## src/rtl/busif_pkg.sv

```systemverilog
// Shared types and constants for the MCS I/O bus interface.
package busif_pkg;

    // Transaction sequencer states.
    typedef enum logic [1:0] {
        ST_IDLE  = 2'd0,
        ST_ISSUE = 2'd1,
        ST_WAIT  = 2'd2,
        ST_DONE  = 2'd3
    } busif_state_t;

    // Error status codes reported on ERR_CODE.
    localparam logic [1:0] ERR_NONE  = 2'b00;
    localparam logic [1:0] ERR_TMO   = 2'b01;
    localparam logic [1:0] ERR_UNMAP = 2'b10;

    // Default bank numbering used by the camera system.
    localparam int CELLRAM = 0;
    localparam int MEMMODE = 1;
    localparam int LEDBANK = 2;
    localparam int PS2BANK = 3;
    localparam int VGABANK = 4;
    localparam int GRAPH   = 5;
    localparam int CAMPIC  = 6;
    localparam int CAMCTRL = 7;

endpackage

```

## src/rtl/busif_rdmux.sv

```systemverilog
// Registered NBANK-to-1 read data multiplexer with error/zero override.
module busif_rdmux
    import busif_pkg::*;
#(
    parameter int              NBANK     = 8,
    parameter int              BANK_BITS = 4,
    parameter int              DW        = 32,
    parameter logic [DW-1:0]   ERR_DATA  = 32'hDEAD_BEEF
) (
    input  logic                  CLK,
    input  logic                  RST,
    input  logic                  ld,
    input  logic [BANK_BITS-1:0]  sel,
    input  logic                  use_err,
    input  logic                  use_zero,
    input  logic [NBANK*DW-1:0]   rdata,
    output logic [DW-1:0]         dout
);

    logic [DW-1:0] mux_d;
    logic [DW-1:0] nxt_d;

    // Select the addressed bank; zero takes priority over the error pattern.
    always_comb begin
        mux_d = '0;
        for (int b = 0; b < NBANK; b++) begin
            if (sel == BANK_BITS'(b)) begin
                mux_d = rdata[b*DW +: DW];
            end
        end
        if (use_zero) begin
            nxt_d = '0;
        end else if (use_err) begin
            nxt_d = ERR_DATA;
        end else begin
            nxt_d = mux_d;
        end
    end

    // Hold the returned data until the next load.
    always_ff @(posedge CLK) begin
        if (RST) begin
            dout <= '0;
        end else if (ld) begin
            dout <= nxt_d;
        end
    end

endmodule

```

## src/rtl/busif_gen.sv

```systemverilog
// MCS I/O bus interface: bank decode, wait-state handshake, timeout and
// sticky error status.
//
// Handshake: a transaction starts when IO_Addr_Strobe is high in IDLE with
// exactly one of IO_Read_Strobe/IO_Write_Strobe. The bank sees a single-cycle
// WR/RD strobe; wait banks answer with BANK_RDY (level, sampled every WAIT
// cycle), other banks are assumed to answer within the strobe cycle. The MCS
// sees IO_Ready for exactly one cycle, with IO_Read_Data valid in that cycle
// and held until the next completion. No back-pressure exists toward the MCS.
module busif_gen
    import busif_pkg::*;
#(
    parameter int                NBANK     = 8,
    parameter int                BANK_BITS = 4,
    parameter int                BANK_LSB  = 16,
    parameter int                DW        = 32,
    parameter logic [NBANK-1:0]  WAITMASK  = 8'b0000_0001,
    parameter int                TIMEOUT   = 1023,
    parameter logic [DW-1:0]     ERR_DATA  = 32'hDEAD_BEEF
) (
    input  logic                  CLK,
    input  logic                  RST,
    input  logic [31:0]           IO_Address,
    input  logic                  IO_Addr_Strobe,
    input  logic                  IO_Read_Strobe,
    input  logic                  IO_Write_Strobe,
    output logic                  IO_Ready,
    output logic [DW-1:0]         IO_Read_Data,
    output logic [NBANK-1:0]      WR,
    output logic [NBANK-1:0]      RD,
    input  logic [NBANK*DW-1:0]   RDATA,
    input  logic [NBANK-1:0]      BANK_RDY,
    input  logic                  ERR_CLR,
    output logic                  ERR,
    output logic [1:0]            ERR_CODE,
    output logic [BANK_BITS-1:0]  ERR_BANK,
    output logic                  BUSY,
    output logic [1:0]            DBG_STATE
);

    localparam int CW = $clog2(TIMEOUT + 1);

    busif_state_t          state, state_nxt;
    logic [BANK_BITS-1:0]  bank_q;
    logic                  dir_wr_q;
    logic [CW-1:0]         cnt;

    logic                  latch;
    logic                  ld;
    logic                  use_err;
    logic                  use_zero;
    logic                  err_ev;
    logic [1:0]            err_code_ev;
    logic                  cnt_clr;
    logic                  cnt_inc;

    logic                  bank_mapped;
    logic                  sel_wait;
    logic                  sel_rdy;

    // Out-of-range bank numbers are compared one bit wider so NBANK=2**BANK_BITS works.
    assign bank_mapped = ({1'b0, bank_q} < (BANK_BITS+1)'(NBANK));

    // Look up wait policy and ready line of the latched bank; unmapped banks read as 0.
    always_comb begin
        sel_wait = 1'b0;
        sel_rdy  = 1'b0;
        for (int b = 0; b < NBANK; b++) begin
            if (bank_q == BANK_BITS'(b)) begin
                sel_wait = WAITMASK[b];
                sel_rdy  = BANK_RDY[b];
            end
        end
    end

    // State register.
    always_ff @(posedge CLK) begin
        if (RST) begin
            state <= ST_IDLE;
        end else begin
            state <= state_nxt;
        end
    end

    // Next-state logic and per-state control strobes.
    always_comb begin
        state_nxt   = state;
        latch       = 1'b0;
        ld          = 1'b0;
        use_err     = 1'b0;
        use_zero    = 1'b0;
        err_ev      = 1'b0;
        err_code_ev = ERR_NONE;
        cnt_clr     = 1'b0;
        cnt_inc     = 1'b0;
        WR          = '0;
        RD          = '0;
        IO_Ready    = 1'b0;
        case (state)
            ST_IDLE: begin
                if (IO_Addr_Strobe && (IO_Read_Strobe ^ IO_Write_Strobe)) begin
                    latch     = 1'b1;
                    state_nxt = ST_ISSUE;
                end
            end
            ST_ISSUE: begin
                if (bank_mapped) begin
                    for (int b = 0; b < NBANK; b++) begin
                        if (bank_q == BANK_BITS'(b)) begin
                            WR[b] = dir_wr_q;
                            RD[b] = ~dir_wr_q;
                        end
                    end
                    if (sel_wait) begin
                        cnt_clr   = 1'b1;
                        state_nxt = ST_WAIT;
                    end else begin
                        ld        = 1'b1;
                        use_zero  = dir_wr_q;
                        state_nxt = ST_DONE;
                    end
                end else begin
                    ld          = 1'b1;
                    use_zero    = dir_wr_q;
                    use_err     = ~dir_wr_q;
                    err_ev      = 1'b1;
                    err_code_ev = ERR_UNMAP;
                    state_nxt   = ST_DONE;
                end
            end
            ST_WAIT: begin
                // Ready is checked first so a late answer on the last cycle is not an error.
                if (sel_rdy) begin
                    ld        = 1'b1;
                    use_zero  = dir_wr_q;
                    state_nxt = ST_DONE;
                end else if (cnt >= CW'(TIMEOUT - 1)) begin
                    ld          = 1'b1;
                    use_zero    = dir_wr_q;
                    use_err     = 1'b1;
                    err_ev      = 1'b1;
                    err_code_ev = ERR_TMO;
                    state_nxt   = ST_DONE;
                end else begin
                    cnt_inc = 1'b1;
                end
            end
            ST_DONE: begin
                IO_Ready  = 1'b1;
                state_nxt = ST_IDLE;
            end
            default: begin
                state_nxt = ST_IDLE;
            end
        endcase
    end

    // Transaction context and saturating wait counter.
    always_ff @(posedge CLK) begin
        if (RST) begin
            bank_q   <= '0;
            dir_wr_q <= 1'b0;
            cnt      <= '0;
        end else begin
            if (latch) begin
                bank_q   <= IO_Address[BANK_LSB +: BANK_BITS];
                dir_wr_q <= IO_Write_Strobe;
            end
            if (cnt_clr) begin
                cnt <= '0;
            end else if (cnt_inc && (cnt != CW'(TIMEOUT))) begin
                cnt <= cnt + 1'b1;
            end
        end
    end

    // Sticky error status: first error is kept; a new error beats a simultaneous clear.
    always_ff @(posedge CLK) begin
        if (RST) begin
            ERR      <= 1'b0;
            ERR_CODE <= ERR_NONE;
            ERR_BANK <= '0;
        end else if (err_ev && (!ERR || ERR_CLR)) begin
            ERR      <= 1'b1;
            ERR_CODE <= err_code_ev;
            ERR_BANK <= bank_q;
        end else if (ERR_CLR && !err_ev) begin
            ERR      <= 1'b0;
            ERR_CODE <= ERR_NONE;
            ERR_BANK <= '0;
        end
    end

    busif_rdmux #(
        .NBANK     (NBANK),
        .BANK_BITS (BANK_BITS),
        .DW        (DW),
        .ERR_DATA  (ERR_DATA)
    ) u_rdmux (
        .CLK      (CLK),
        .RST      (RST),
        .ld       (ld),
        .sel      (bank_q),
        .use_err  (use_err),
        .use_zero (use_zero),
        .rdata    (RDATA),
        .dout     (IO_Read_Data)
    );

    assign BUSY      = (state != ST_IDLE);
    assign DBG_STATE = state;

endmodule

```

## config.mk

```make
export PLATFORM = sky130hd
export DESIGN_NAME = busif_gen
export DESIGN_NICKNAME = d
export VERILOG_FILES = /design/src/rtl/busif_pkg.sv /design/src/rtl/busif_rdmux.sv /design/src/rtl/busif_gen.sv
export SDC_FILE = /design/constraint.sdc
export NUM_CORES = 1
export LEC_CHECK = 0
export CAP_MARGIN = 20
export CORE_MARGIN = 2
export CORE_UTILIZATION = 25
export CTS_CLUSTER_DIAMETER = 30
export DETAILED_ROUTE_END_ITERATION = 12
export GPL_ROUTABILITY_DRIVEN = 0
export RECOVER_POWER = 50
export SYNTH_ARGS = -nofsm -noshare
export SYNTH_HDL_FRONTEND = slang
export SYNTH_SLANG_ARGS = --single-unit
```

## constraint.sdc

```tcl
create_clock -name CLK -period 4 [get_ports CLK]
set_input_delay 0.6 -clock CLK [delete_from_list [all_inputs] [get_ports CLK]]
set_output_delay 0.6 -clock CLK [all_outputs]
set_load 0.01 [all_outputs]
```

==> summary.md <==
| Metric | Value |
|---|---|
| FP Rows | 49 |
| Required time worst endpoint | 3.40 ns |
| Routed vias | 5645 |
| Core area | 17960 um^2 |
| First DRT Iteration DRCs | 281 |
| DR WL met2 | 11.65 mm |
| Syn_area_per_cell | 8.139 um^2 |
| # H-tree levels | 2 |
| Initial Util | 0.2546 |
| Met3 routed WL | 1.581 mm |
| Final hold vios | 0 |
| #FFs+latches synth | 56 |
| Cell area after synthesis | 4574 um^2 |
| Most common cell after layout, fill and taps aside | clkdlybuf4s50_1 |
| Vias in the first global route | 5827 |
| Maxcap violations | 0 |
| Yosys cell types | 52 |
| Final setup TNS | 0 ns |
| PostCTS Resize Cnt | 0 |
| FF/Latch Area | 1130 um^2 |
| Largest net degree at the start of global routing | 46 |
| Ys async rst share | 0 |
| Post-route DRC violation count | 0 |
| Worst Setup Slack, final | 0.5497 ns |
| Clock latency at the later pin of the worst-skew pair | 0.30 ns |
| Synth area leader | dfxtp_1 |
| Sequential share of the synthesized area | 0.2451 |
| Worst Hold Class | reg -> reg |
| PortBufs | 332 |
| Worst Skew | 0.005998 ns |
| Filler cells | 1757 |
| Synthesis Warnings | 0 |
| Commonest non-fill, non-tap cells in the layout | clkdlybuf4s50_1, nor2_1, dfxtp_1, a21oi_1, dlygate4sd3_1 |
| Die extent in y | 139.3 um |
| Wl on met1 | 9.443 mm |
| Crit. End Element | output pin |
| Share of cells above drive strength 1 | 0.07463 |
| Placed insts | 1093 |
| Die Footprint | 19400 um^2 |
| Gr ovfl total | 0 |
| Clk slew on worst S/H paths | 0.07 ns |
| First-pass GRT wire length | 34.60 mm |
| Leakage | 2.945 nW |
| ANT cells | 0 |
| Final-report max-slew violation count | 0 |
| Die X | 139.3 um |
| VDD IR max | 175.6 uV |
| Slew margin rel. | 0.3314 |
| Crit Path Category | reg -> out |
| Worst EP arrival | 2.85 ns |
| Vias per std cell | 5.132 |
| RSZ-0062 raised after global routing | no |
| Initial antenna violation count | 0 |
| Drt wl/cell | 20.93 um |
| Worst-margin pin slew | 1.001 ns |
| Synth top area share | 0.2451 |
| CTS max path bufs | 2 |
| DR top layer | met4 |
| CTS Sinks | 56 |
| Path depth of the worst reg2reg path | 8 |
| Root buffer cell | clkbuf_16 |
| Hpwl dp | 18.16 mm |
| Top cells by area, synth | dfxtp_1, mux4_2, mux2i_1 |
| Reg-to-reg setup timing slack | 0.88 ns |
| Worst Path Max Fanout | 28 |
| Routed WL | 23.02 mm |
| CTS tree | built |
| Setup Buffers After CTS | 0 |
| Layout Nets | 1179 |
| Syn nets | 870 |
| PwrDens | 238.4 nW/um^2 |
| I/O pins | 361 |
| Status | finished, final reports clean |
| F_max | 0.2898 GHz |
| Startpoint type of the worst setup path | flop |
| Place WS | 0.7909 ns |
| Hold buffer count at CTS | 0 |
| Post-synth top flop | dfxtp_1 |
| Fin crit period | 3.450 ns |
| Area delta synth->final | 81.35% |
| Tcrit/Tclk final | 0.8626 |
| Drt pass-1 iters | 4 |
| Endpoints failing setup | 0 |
| Final instance count without filler cells | 1100 |
| Hold path cells | 1 |
| Cells after synthesis | 562 |
| Pwr Total | 1.978 mW |
| Final ANT Viol Nets | 0 |
| Multi-input gate area | 3214 um^2 |
| Total global-route track usage | 0.2299 |
| Layout Utilization | 0.4618 |
| Clock buffer count from CTS | 5 |
| Post-synth EDFFs | 0 |
==> per-stage QoR <==
| stage | area, um^2 | hold WS, ns |
|---|---|---|
| 2_1_floorplan | 4574 | 0.4369 |
| 3_3_place_gp | 8119 | 0.4436 |
| 3_5_place_dp | 8119 | 0.4472 |
| 4_1_cts | 8299 | 0.4677 |
| 5_1_grt | 8295 | 0.4734 |
| 6_report | 8295 | 0.4625 |
==> cells by family (layout without fill, tap and decap cells) <==
logic type                 after synthesis  after routing  share of synthesized area
AOI/OAI and AO/OA                      187            187                     0.2929
muxes                                   65             65                     0.2008
buffers and inverters                   59            368                    0.05470
DFF                                     56             56                     0.2451
and+or+nand+nor                        180            180                     0.1729
adders and majority gates                6              6                    0.01641
xor gates and xnor gates                 9              9                    0.01723
==> path summary, 6_finish.rpt <==
path	from	end
hold reg to reg	u_rdmux.dout[6]	u_rdmux.dout[6]
setup reg to reg	bank_q[3]	u_rdmux.dout[20]
setup / recovery	bank_q[0]	WR[7]
hold / removal	u_rdmux.dout[6]	u_rdmux.dout[6]
==> per-layer routing <==
metal / global-route usage / vias to the layer above
met5: 0 / -
met4: 0.04572 / 0
met3: 0.05540 / 17
met2: 0.4211 / 235
met1: 0.2733 / 2638
li1: - / 2755
==> sequential cells by signal, indices dropped and copies added, names as in the netlist <==
signal and cells:
u_rdmux.dout 32, cnt 10, ERR_BANK 4, bank_q 4, DBG_STATE 2, ERR_CODE 2
ERR 1, dir_wr_q 1
==> area by class of cell <==
type                    count  area share
clock buffers               6     0.01810
clock inverters             1    0.003620
inverters                  14    0.006335
multi-input cells         447      0.3875
flip-flops and latches     56      0.1362
well taps                 229     0.03454
repair buffers            347      0.4137
==> synthesized netlist by cell type (all sizes together), types with 5 or more instances <==
library cell	count
nand2	41
or2	7
nand3	16
nor3	10
buf	15
a221oi	7
inv	14
o22a	7
o21ai	19
dfxtp	56
mux2i	40
a22oi	7
clkbuf	30
o22ai	21
ha	6
mux4	21
xnor2	8
o2bb2ai	32
a211oi	16
nor2	87
o221ai	5
a21oi	53
==> critical path, cell delays in order, from the launching register on <==
cell	delay [ns]
dfxtp_4	0.65
inv_1	0.36
nor2_1	0.54
nand2_1	0.29
nor2_1	0.15
clkdlybuf4s50_1	0.55
==> where the power goes <==
part / switching [mW] / internal, mW / total (mW)
Clock: 0.222 / 0.331 / 0.553
Combinational: 0.353 / 0.461 / 0.814
Sequential: 0.0395 / 0.571 / 0.611
No activity file was read; power rests on OpenSTA's default activity.
